<file path="src/rtl/cdc_req_sender_pkg.sv">
// Shared types and defaults for the 4-phase req/ack CDC sender.
// The optional handshake timeout is enabled with CDC_SENDER_TIMEOUT_EN.
package cdc_req_sender_pkg;

  typedef enum logic [1:0] {
    CDC_ST_IDLE = 2'd0,
    CDC_ST_REQ  = 2'd1,
    CDC_ST_REL  = 2'd2
  } cdc_state_e;

  localparam int CDC_CNT_W_DEF       = 4;
  localparam int CDC_ACK_TIMEOUT_DEF = 64;

endpackage

</file>
<file path="src/rtl/cdc_req_sender_if.sv">
// Event/handshake/status bundle of the CDC sender; master = sender side.
// Handshake: req_out rises to start a transfer, stays high until ack_sync=1, then stays low until ack_sync=0.
interface cdc_req_sender_if #(
  parameter int CNT_W = cdc_req_sender_pkg::CDC_CNT_W_DEF
);
  logic             evt_in;
  logic             ack_sync;
  logic             ovf_clr;
  logic             req_out;
  logic             busy;
  logic [CNT_W-1:0] pend_cnt;
  logic             ovf;
  logic             timeout_err;

  modport master (
    input  evt_in, ack_sync, ovf_clr,
    output req_out, busy, pend_cnt, ovf, timeout_err
  );

  modport slave (
    output evt_in, ack_sync, ovf_clr,
    input  req_out, busy, pend_cnt, ovf, timeout_err
  );
endinterface

</file>
<file path="src/rtl/cdc_pend_cnt.sv">
// Saturating up/down counter of queued events; clr has priority, inc+dec cancel.
module cdc_pend_cnt #(
  parameter int W = 4
) (
  input  logic         clk,
  input  logic         rst_n,
  input  logic         clr,
  input  logic         inc,
  input  logic         dec,
  output logic [W-1:0] cnt,
  output logic         sat
);

  logic [W-1:0] cnt_q, cnt_d;

  assign sat = (cnt_q == {W{1'b1}});
  assign cnt = cnt_q;

  always_comb begin
    cnt_d = cnt_q;
    if (clr) begin
      cnt_d = '0;
    end else if (inc && !dec && !sat) begin
      cnt_d = cnt_q + 1'b1;
    end else if (dec && !inc && (cnt_q != '0)) begin
      cnt_d = cnt_q - 1'b1;
    end
  end

  always_ff @(posedge clk or negedge rst_n) begin
    if (!rst_n) cnt_q <= '0;
    else        cnt_q <= cnt_d;
  end

endmodule

</file>
<file path="src/rtl/cdc_req_sender.sv">
// Source-domain initiator of a 4-phase req/ack CDC handshake with an event queue.
// Define CDC_SENDER_TIMEOUT_EN to add the per-phase ack timeout and timeout_err.
module cdc_req_sender
  import cdc_req_sender_pkg::*;
#(
  parameter int CNT_W = CDC_CNT_W_DEF
`ifdef CDC_SENDER_TIMEOUT_EN
  , parameter int ACK_TIMEOUT = CDC_ACK_TIMEOUT_DEF
`endif
) (
  input  logic               clk_source,
  input  logic               rst_n,
  cdc_req_sender_if.master   bus,
  output cdc_state_e         state_dbg
);

  cdc_state_e       state_q, state_d;
  logic             req_out_q, req_out_d;
  logic             busy_q, busy_d;
  logic             ovf_q, ovf_d;
  logic             launch, inc, dec, drop, tmo, pend_nz, sat;
  logic [CNT_W-1:0] pend_cnt;

  assign pend_nz = (pend_cnt != '0);

  always_comb begin
    state_d = state_q;
    launch  = 1'b0;
    case (state_q)
      CDC_ST_IDLE: begin
        // ack_sync in IDLE is a protocol error and deliberately ignored
        if (bus.evt_in || pend_nz) begin
          state_d = CDC_ST_REQ;
          launch  = 1'b1;
        end
      end
      CDC_ST_REQ: begin
        if (bus.ack_sync) state_d = CDC_ST_REL;
      end
      CDC_ST_REL: begin
        if (!bus.ack_sync) begin
          if (bus.evt_in || pend_nz) begin
            state_d = CDC_ST_REQ;
            launch  = 1'b1;
          end else begin
            state_d = CDC_ST_IDLE;
          end
        end
      end
      default: state_d = CDC_ST_IDLE;
    endcase
    if (tmo) begin
      state_d = CDC_ST_IDLE;
      launch  = 1'b0;
    end
    // A launch with an empty queue consumes the incoming event itself
    dec       = launch && pend_nz;
    inc       = bus.evt_in && !(launch && !pend_nz) && !tmo;
    drop      = bus.evt_in && !launch && sat && !tmo;
    req_out_d = (state_d == CDC_ST_REQ);
    busy_d    = (state_d != CDC_ST_IDLE);
    ovf_d     = drop ? 1'b1 : (bus.ovf_clr ? 1'b0 : ovf_q);
  end

  always_ff @(posedge clk_source or negedge rst_n) begin
    if (!rst_n) begin
      state_q   <= CDC_ST_IDLE;
      req_out_q <= 1'b0;
      busy_q    <= 1'b0;
      ovf_q     <= 1'b0;
    end else begin
      state_q   <= state_d;
      req_out_q <= req_out_d;
      busy_q    <= busy_d;
      ovf_q     <= ovf_d;
    end
  end

  cdc_pend_cnt #(.W(CNT_W)) u_pend_cnt (
    .clk   (clk_source),
    .rst_n (rst_n),
    .clr   (tmo),
    .inc   (inc),
    .dec   (dec),
    .cnt   (pend_cnt),
    .sat   (sat)
  );

`ifdef CDC_SENDER_TIMEOUT_EN
  localparam int PH_W = $clog2(ACK_TIMEOUT + 1);

  logic [PH_W-1:0] phase_q, phase_d;
  logic            terr_q, terr_d;

  // Counter restarts on every state entry, so each phase gets the full budget
  assign tmo = (state_q != CDC_ST_IDLE) && (phase_q == PH_W'(ACK_TIMEOUT - 1));

  always_comb begin
    phase_d = phase_q;
    terr_d  = terr_q | tmo;
    if (state_d != state_q) begin
      phase_d = '0;
    end else if (state_q != CDC_ST_IDLE) begin
      phase_d = phase_q + 1'b1;
    end
  end

  always_ff @(posedge clk_source or negedge rst_n) begin
    if (!rst_n) begin
      phase_q <= '0;
      terr_q  <= 1'b0;
    end else begin
      phase_q <= phase_d;
      terr_q  <= terr_d;
    end
  end

  assign bus.timeout_err = terr_q;
`else
  assign tmo             = 1'b0;
  assign bus.timeout_err = 1'b0;
`endif

  assign bus.req_out  = req_out_q;
  assign bus.busy     = busy_q;
  assign bus.pend_cnt = pend_cnt;
  assign bus.ovf      = ovf_q;
  assign state_dbg    = state_q;

endmodule

</file>
<file path="src/flat_wrapper.sv">
// flat-port wrapper written by rule: the top's interface ports become plain ports
module cdc_req_sender_flat import cdc_req_sender_pkg::*;
#(
  parameter int CNT_W = CDC_CNT_W_DEF

)
  (clk_source, rst_n, state_dbg, bus_evt_in, bus_ack_sync, bus_ovf_clr, bus_req_out, bus_busy, bus_pend_cnt, bus_ovf, bus_timeout_err);
  cdc_req_sender_if #(.CNT_W(CNT_W)) bus_i ();
  input  logic clk_source;
  input  logic rst_n;
  output cdc_state_e state_dbg;
  input wire logic [$bits(bus_i.evt_in)-1:0] bus_evt_in;
  input wire logic [$bits(bus_i.ack_sync)-1:0] bus_ack_sync;
  input wire logic [$bits(bus_i.ovf_clr)-1:0] bus_ovf_clr;
  output wire logic [$bits(bus_i.req_out)-1:0] bus_req_out;
  output wire logic [$bits(bus_i.busy)-1:0] bus_busy;
  output wire logic [$bits(bus_i.pend_cnt)-1:0] bus_pend_cnt;
  output wire logic [$bits(bus_i.ovf)-1:0] bus_ovf;
  output wire logic [$bits(bus_i.timeout_err)-1:0] bus_timeout_err;
  assign bus_i.evt_in = bus_evt_in;
  assign bus_i.ack_sync = bus_ack_sync;
  assign bus_i.ovf_clr = bus_ovf_clr;
  assign bus_req_out = bus_i.req_out;
  assign bus_busy = bus_i.busy;
  assign bus_pend_cnt = bus_i.pend_cnt;
  assign bus_ovf = bus_i.ovf;
  assign bus_timeout_err = bus_i.timeout_err;
  cdc_req_sender #(.CNT_W(CNT_W)) u_core (.clk_source(clk_source), .rst_n(rst_n), .bus(bus_i), .state_dbg(state_dbg));
endmodule
</file>
<file path="config.mk">
export PLATFORM = sky130hd
export DESIGN_NAME = cdc_req_sender_flat
export DESIGN_NICKNAME = d
export VERILOG_FILES = /design/src/rtl/cdc_req_sender_pkg.sv /design/src/rtl/cdc_req_sender_if.sv /design/src/rtl/cdc_pend_cnt.sv /design/src/rtl/cdc_req_sender.sv /design/src/flat_wrapper.sv
export SDC_FILE = /design/constraint.sdc
export NUM_CORES = 1
export LEC_CHECK = 0
export ABC_AREA = 1
export CORE_MARGIN = 10
export CORE_UTILIZATION = 35
export CTS_CLUSTER_DIAMETER = 60
export CTS_CLUSTER_SIZE = 10
export DETAILED_ROUTE_END_ITERATION = 8
export SYNTH_ARGS = -nofsm -noshare
export SYNTH_HDL_FRONTEND = slang
export SYNTH_HIERARCHICAL = 1
export SYNTH_SLANG_ARGS = --single-unit
</file>
<file path="constraint.sdc">
create_clock -name clk_source -period 2.5 [get_ports clk_source]
set_input_delay 0.5 -clock clk_source [delete_from_list [all_inputs] [get_ports clk_source]]
set_output_delay 0.5 -clock clk_source [all_outputs]
set_load 0.03 [all_outputs]
</file>
-- Word level (Yosys, flattened, before mapping)
Index checks and enable logic that the tools add are counted.
- eq/ne operators: 4
- magnitude comparators: 0
- bitwise operators: 0
- $mul: 0
- add/subtract/negate cells: 2
- mux-type cells: 12
- reduce and logical (&&, ||, !) cells: 21
- shifts and indexed selects: 0
- divide/modulo/power cells: 0
- operators by type and width (cell ; count):
    logical AND 1 bit ; 9
    2-to-1 mux 4 bit ; 2
    zero test 1 bit ; 6
    2-to-1 mux 2 bit ; 3
    case mux 2 bit (3 select lines) ; 1
    nonzero test 2 bit ; 3
    2-to-1 mux 1 bit ; 5
    adder 4 x 1 -> 4 bit, second input constant ; 1
    == test 2 x 1 -> 1 bit, second input constant ; 2
    == test 4 bit, second input constant ; 1
    nonzero test 4 bit ; 1
    subtractor 4 x 1 -> 4 bit, second input constant ; 1
    == test 2 bit, second input constant ; 1
    zero test 2 bit ; 1
    case mux 1 bit (2 select lines) ; 1
    logical OR 1 bit ; 1
- logic and storage cells: 44
- memories: 0
- flip-flop bits (word level): 9
- output and inout port bits: 10
- bits in latches: 0
- ROM bits: 0
- input bits: 5
- bits in writable memories: 0

-- Depth between registers and ports, before layout
- depth in word-level cells: 13
- depth in mapped cells: 14
- depth with buffers taken out: 14

-- By module
Netlist, hierarchy kept.
- by module, submodules not included (module ; area each (sq um) ; instances ; seq. area each (sq um) ; cells an instance):
    cdc_pend_cnt ; 376.6 ; 1 ; 100.1 ; 53
    cdc_req_sender ; 249.0 ; 1 ; 125.1 ; 32

-- Least setup slack after synthesis
Ideal clock, no wire load.
- path type: flip-flop to flip-flop
- start: register u_core.u_pend_cnt.cnt_q[1] (netlist: u_core/u_pend_cnt/cnt[1])
- end: register u_core.u_pend_cnt.cnt_q[3] (netlist: u_core/u_pend_cnt/cnt[3])
- stages on the path, launching flop included: 13
- required time: 2.383 ns
- data arrival time: 1.980 ns
- buffers on the path: 0
- path slack: 0.403 ns
- clock period less this slack: 2.097 ns
- setup time: 0.117 ns
- path through: dfrtp_1 nor2_1 a31oi_1 inv_1 nor2_2 nand2_4 ha_1 nand2_1 nand2_1 nor2_1 nand3_1 nand3_1 nand2_1
- longest elaborated chain between the ends: 12
- elaborated cells on any way between the ends: 23
- classes of those cells: 2 x add/sub; 1 x eq/ne; 5 x mux; 15 x reduce/logical
- RTL lines (item ; line ; source):
    start, declared ; cdc_pend_cnt.sv:14 ; logic [W-1:0] cnt_q, cnt_d;
    start signal, assigned ; cdc_pend_cnt.sv:32 ; else cnt_q <= cnt_d;
    nonzero test 4 bit * ; cdc_req_sender.sv:24 ; assign pend_nz = (pend_cnt != '0);
    logical OR 1 bit ; cdc_req_sender.sv:32, cdc_req_sender.sv:42 ;
    2-to-1 mux 1 bit ; cdc_req_sender.sv:32, cdc_req_sender.sv:42 ;
    2-to-1 mux 1 bit ; cdc_req_sender.sv:41 ; if (!bus.ack_sync) begin
    case mux 1 bit (2 select lines) ; cdc_req_sender.sv:29 ; case (state_q)
    logical AND 1 bit * ; cdc_req_sender.sv:58 ; inc = bus.evt_in && !(launch && !pend_nz) && !tmo;
    zero test 1 bit * ; cdc_req_sender.sv:58 ;
    logical AND 1 bit * ; cdc_req_sender.sv:58 ;
    named net u_core.inc ; cdc_req_sender.sv:21 ; logic launch, inc, dec, drop, tmo, pend_nz, sat;
    zero test 1 bit ; cdc_pend_cnt.sv:25 ; end else if (dec && !inc && (cnt_q != '0)) begin
    logical AND 1 bit (2 in a row) ; cdc_pend_cnt.sv:25 ;
    nonzero test 2 bit (no line) ; - ;
Mark *: on every way through the listed nets, which the timed path passes. The rest lies on a longest branch. The select of a mux whose other input is x is not followed.
A chain may end at the register's enable or synchronous reset.

-- Worst setup path after layout
- start: input bus_ack_sync
- end: register u_core.u_pend_cnt.cnt_q[3] (netlist: u_core/u_pend_cnt/cnt[3])
- longest elaborated chain between the ends: 9
- elaborated cells on any way between the ends: 14
- classes of those cells: 3 x mux; 11 x reduce/logical
- RTL lines (item ; line ; source):
    start, declared ; flat_wrapper.sv:13 ; input wire logic [$bits(bus_i.ack_sync)-1:0] bus_ack_sync;
    2-to-1 mux 1 bit * ; cdc_req_sender.sv:41 ;
    case mux 1 bit (2 select lines) * ; cdc_req_sender.sv:29 ;
    logical AND 1 bit * ; cdc_req_sender.sv:58 ;
    zero test 1 bit * ; cdc_req_sender.sv:58 ;
    logical AND 1 bit * ; cdc_req_sender.sv:58 ;
    named net u_core.inc ; cdc_req_sender.sv:21 ;
    zero test 1 bit ; cdc_pend_cnt.sv:25 ;
    logical AND 1 bit (2 in a row) ; cdc_pend_cnt.sv:25 ;
    nonzero test 2 bit (no line) ; - ;
Mark *: on every way through the listed nets, which the timed path passes. The rest lies on a longest branch.

==> out/metrics.sh <==
ROUTABILITY_CONGESTION=0.790
CTS_RESIZED=0
GRT_REMAINING_OVERFLOW=0
FINALSETUPVIOLATIONS=0
REMAINING_DRC_ERRORS=0
GRT_START_MAX_NET_PINS=10
PATH_CLK_SLEW_PS=60
SYNTH_SEQ_AREA_SHARE_PCT=36.0
DIE_AREA_MM2=0.00388
START_KIND='input port'
CLOCK_LATENCY_PS=250
SYNTH_CELL_TYPES=21
PEAK_SUPPLY_DROP_uV=612
SYN_TO_FINAL_GROWTH_PCT=35.4
FP.DIEW_UM=62.3
CRITICAL_PATH.ENDPOINT_TYPE='register'
CTS_TREE='yes'
WL_UM=1310
CTS_H_TREE_DEPTH=1
POST_ROUTE_CELLS_DRIVE_ABOVE_1_SHARE_PCT=17.6
NUM_VIAS=544
POST_CTS_HOLD_BUFFER_COUNT=0
VIA_COUNT_OF_THE_FIRST_GLOBAL_ROUTING_PASS=543
CTS_ROOT_BUF='clkbuf_4'
INITIAL_CORE_UTIL_PCT=36.6
ARRIVAL_PS=2390
TIMING.CRITICAL_PATH.REQUIRED_PS=2650
SYNTHESIS.INSTANCES=85
R2R-START='u_core/u_pend_cnt/cnt[1]'
FINALCRITICALPERIOD_PS=2240
GRT_FIRST_PASS_WIRELENGTH_UM=2240
CLOCK_POWER_SHARE_PCT=10.3
POWER.SEQUENTIAL.FRACTION_PCT=25.0
PLACEMENT.IO_BUFFERS=13
POWER_DENSITY_mW_PER_MM2=1200
DRT-WIRELENGTH-PER-CELL_UM=9.87
DRTPASS1ITERATIONS=4
AREA_OF_THE_CORE_MM2=0.00171
DIE_H_UM=62.3
P_INT_mW=0.533
ROWS=15
PLACE_WORST_SETUP_SLACK_PS=-12.6
STATIC-LEAKAGE-POWER_nW=0.451
SETUP.WORST_PATH.START='bus_ack_sync'
COMB_POWER_SHARE_PCT=64.7
FILL_CELLS=190
WORSTSETUPPATHTYPE='input port to register'
SETUP_WS_PS=257
CRITICAL_PATH_PEAK_FANOUT=4
DETAILEDPLACEMENTHPWL_UM=1100
POSTSYNTHREGISTERBITS=9
POWER_SWITCHING_mW=0.487
MIN_PERIOD_OVER_PERIOD_PCT=89.7
GRT_SETUP_UNREPAIRED='false'
CLOCK_TREE.BUFFER_DEPTH=2
FINAL-HOLD-VIOLATION-COUNT=0
HOLD_PATH_CLASS='input port to asynchronous set/reset pin'
INITIAL_ANTENNA_VIOLATION_COUNT=0
FINALMAXSLEWVIOLATIONS=0
REG2REG_SLACK_PS=490
DETAILEDROUTE.FIRSTITERATIONVIOLATIONS=3
DETAIL_ROUTE.VIAS_PER_CELL=4.09
NUMCTSBUFFERS=3
INSERTEDDIODECOUNT=0
FINAL.SETUP_SKEW_PS=4.55
IO-PIN-COUNT=15
DETAIL_ROUTE_ANTENNA_NETS=0
GR-USAGE-ALL-LAYERS_PCT=6.85
POST-LAYOUT-TOTAL-POWER_mW=1.02
MAX_FREQ_MHz=446
POSTCTSSETUPREPAIRBUFS=0
OUTCOME='complete, no violations'
FINALNETCOUNT=117
AVGSYNTHCELLAREA_UM2=7.36
NUMCLOCKSINKS=9
MAPPEDNETLISTAREA_UM2=626
TIMING.MAX_CAP.VIOLATIONS=0
YS_WARN_COUNT=6
SW_FRAC_OF_TOTAL_PCT=47.7
## synthesized netlist by cell type (all sizes together)
library cell  instances  area share [%]
a21oi                 2             4.0
a31oi                 1             1.0
buf                   1             1.2
conb                  1            0.60
dfrtp                 9              36
fa                    1             3.2
ha                    2             4.0
inv                  20              12
nand2                29              21
nand3                 5             6.0
nor2                  9             6.2
o21ai                 2             1.6
o21bai                1             1.2
o22ai                 1             1.0
xnor2                 1             1.4
## layout make-up
cell class	instances	area (um^2)	share of cell area (%)
Sequential cell	9	225	26.6
Inverter	20	75.1	8.86
Clock buffer	4	26.3	3.10
Multi-Input combinational cell	58	329	38.8
Tap cell	25	31.3	3.69
Timing Repair Buffer	17	160	18.9
## power groups by stage
stage | registers [mW] | clock network, mW | logic [mW]
2_1_floorplan | 0.347 | 0 | 0.355
3_3_place_gp | 0.258 | 0 | 0.652
3_5_place_dp | 0.259 | 0 | 0.669
4_1_cts | 0.256 | 0.111 | 0.671
5_1_grt | 0.264 | 0.123 | 0.737
6_report | 0.255 | 0.105 | 0.659
## layout by cell type (no fill, tap or decap)
cell type,instances
a21oi_2,1
a21oi_4,1
a31oi_1,1
buf_4,4
clkbuf_1,1
clkbuf_4,3
clkdlybuf4s50_1,13
conb_1,4
dfrtp_1,9
fa_1,1
ha_1,2
inv_1,19
inv_2,1
nand2_1,23
nand2_2,5
nand2_4,1
nand3_1,4
nand3_4,1
nor2_1,7
nor2_2,2
o21ai_1,2
o21bai_1,1
o22ai_1,1
xnor2_1,1
## per-stage QoR
step	cells	util, %	instance area (um^2)	hold WS (ps)	TNS [ps]
final	133	49.6	847	529	0
after global routing	133	49.6	847	545	0
after CTS	133	49.6	847	535	0
after detailed placement	129	48.1	821	534	-12.6
after global placement	129	48.1	821	548	0
after floorplan	88	-	637	204	0
## flip-flops by register name, summed over array words and instances (netlist names)
signal and count:
u_core/bus.busy 1, u_core/bus.ovf 1, u_core/bus.req_out 1, u_core/state_dbg 2
u_core/u_pend_cnt/cnt 4
## critical path, cell delays in order
cell	delay [ps]
clkdlybuf4s50_1	490
a21oi_2	80
a31oi_1	190
inv_1	90
nor2_2	160
nand2_4	80
ha_1	320
nand2_1	80
nand2_1	50
nor2_1	130
nand3_1	90
nand3_1	80
nand2_1	50
## per-layer routing
layer	vias up	part of all wire [%]	track usage, %
li1	292	-	-
met1	246	48	7.57
met2	6	49	12.2
met3	0	3.4	2.87
met4	0	0	0.838
met5	-	0	0
## kinds of logic after synthesis
logic type                 share of synthesized area (%)
AOI/OAI and AO/OA                                   8.80
adders and majority gates                           7.20
xor gates and xnor gates                            1.40
buffers and inverters                               13.2
DFF                                                 36.0
and+or+nand+nor                                     32.8
other                                              0.599
## final timing paths
kind                                            endpoint  depth (start not counted)
worst max-delay path            u_core/u_pend_cnt/cnt[3]                         13
worst min-delay path                 u_core/state_dbg[0]                          1
worst max register to register  u_core/u_pend_cnt/cnt[3]                         12
worst min register to register            u_core/bus.ovf                          2
max in group asynchronous             u_core/bus.req_out                          1
min in group clk_source                   u_core/bus.ovf                          2
Power figures use the tool's default switching activity.
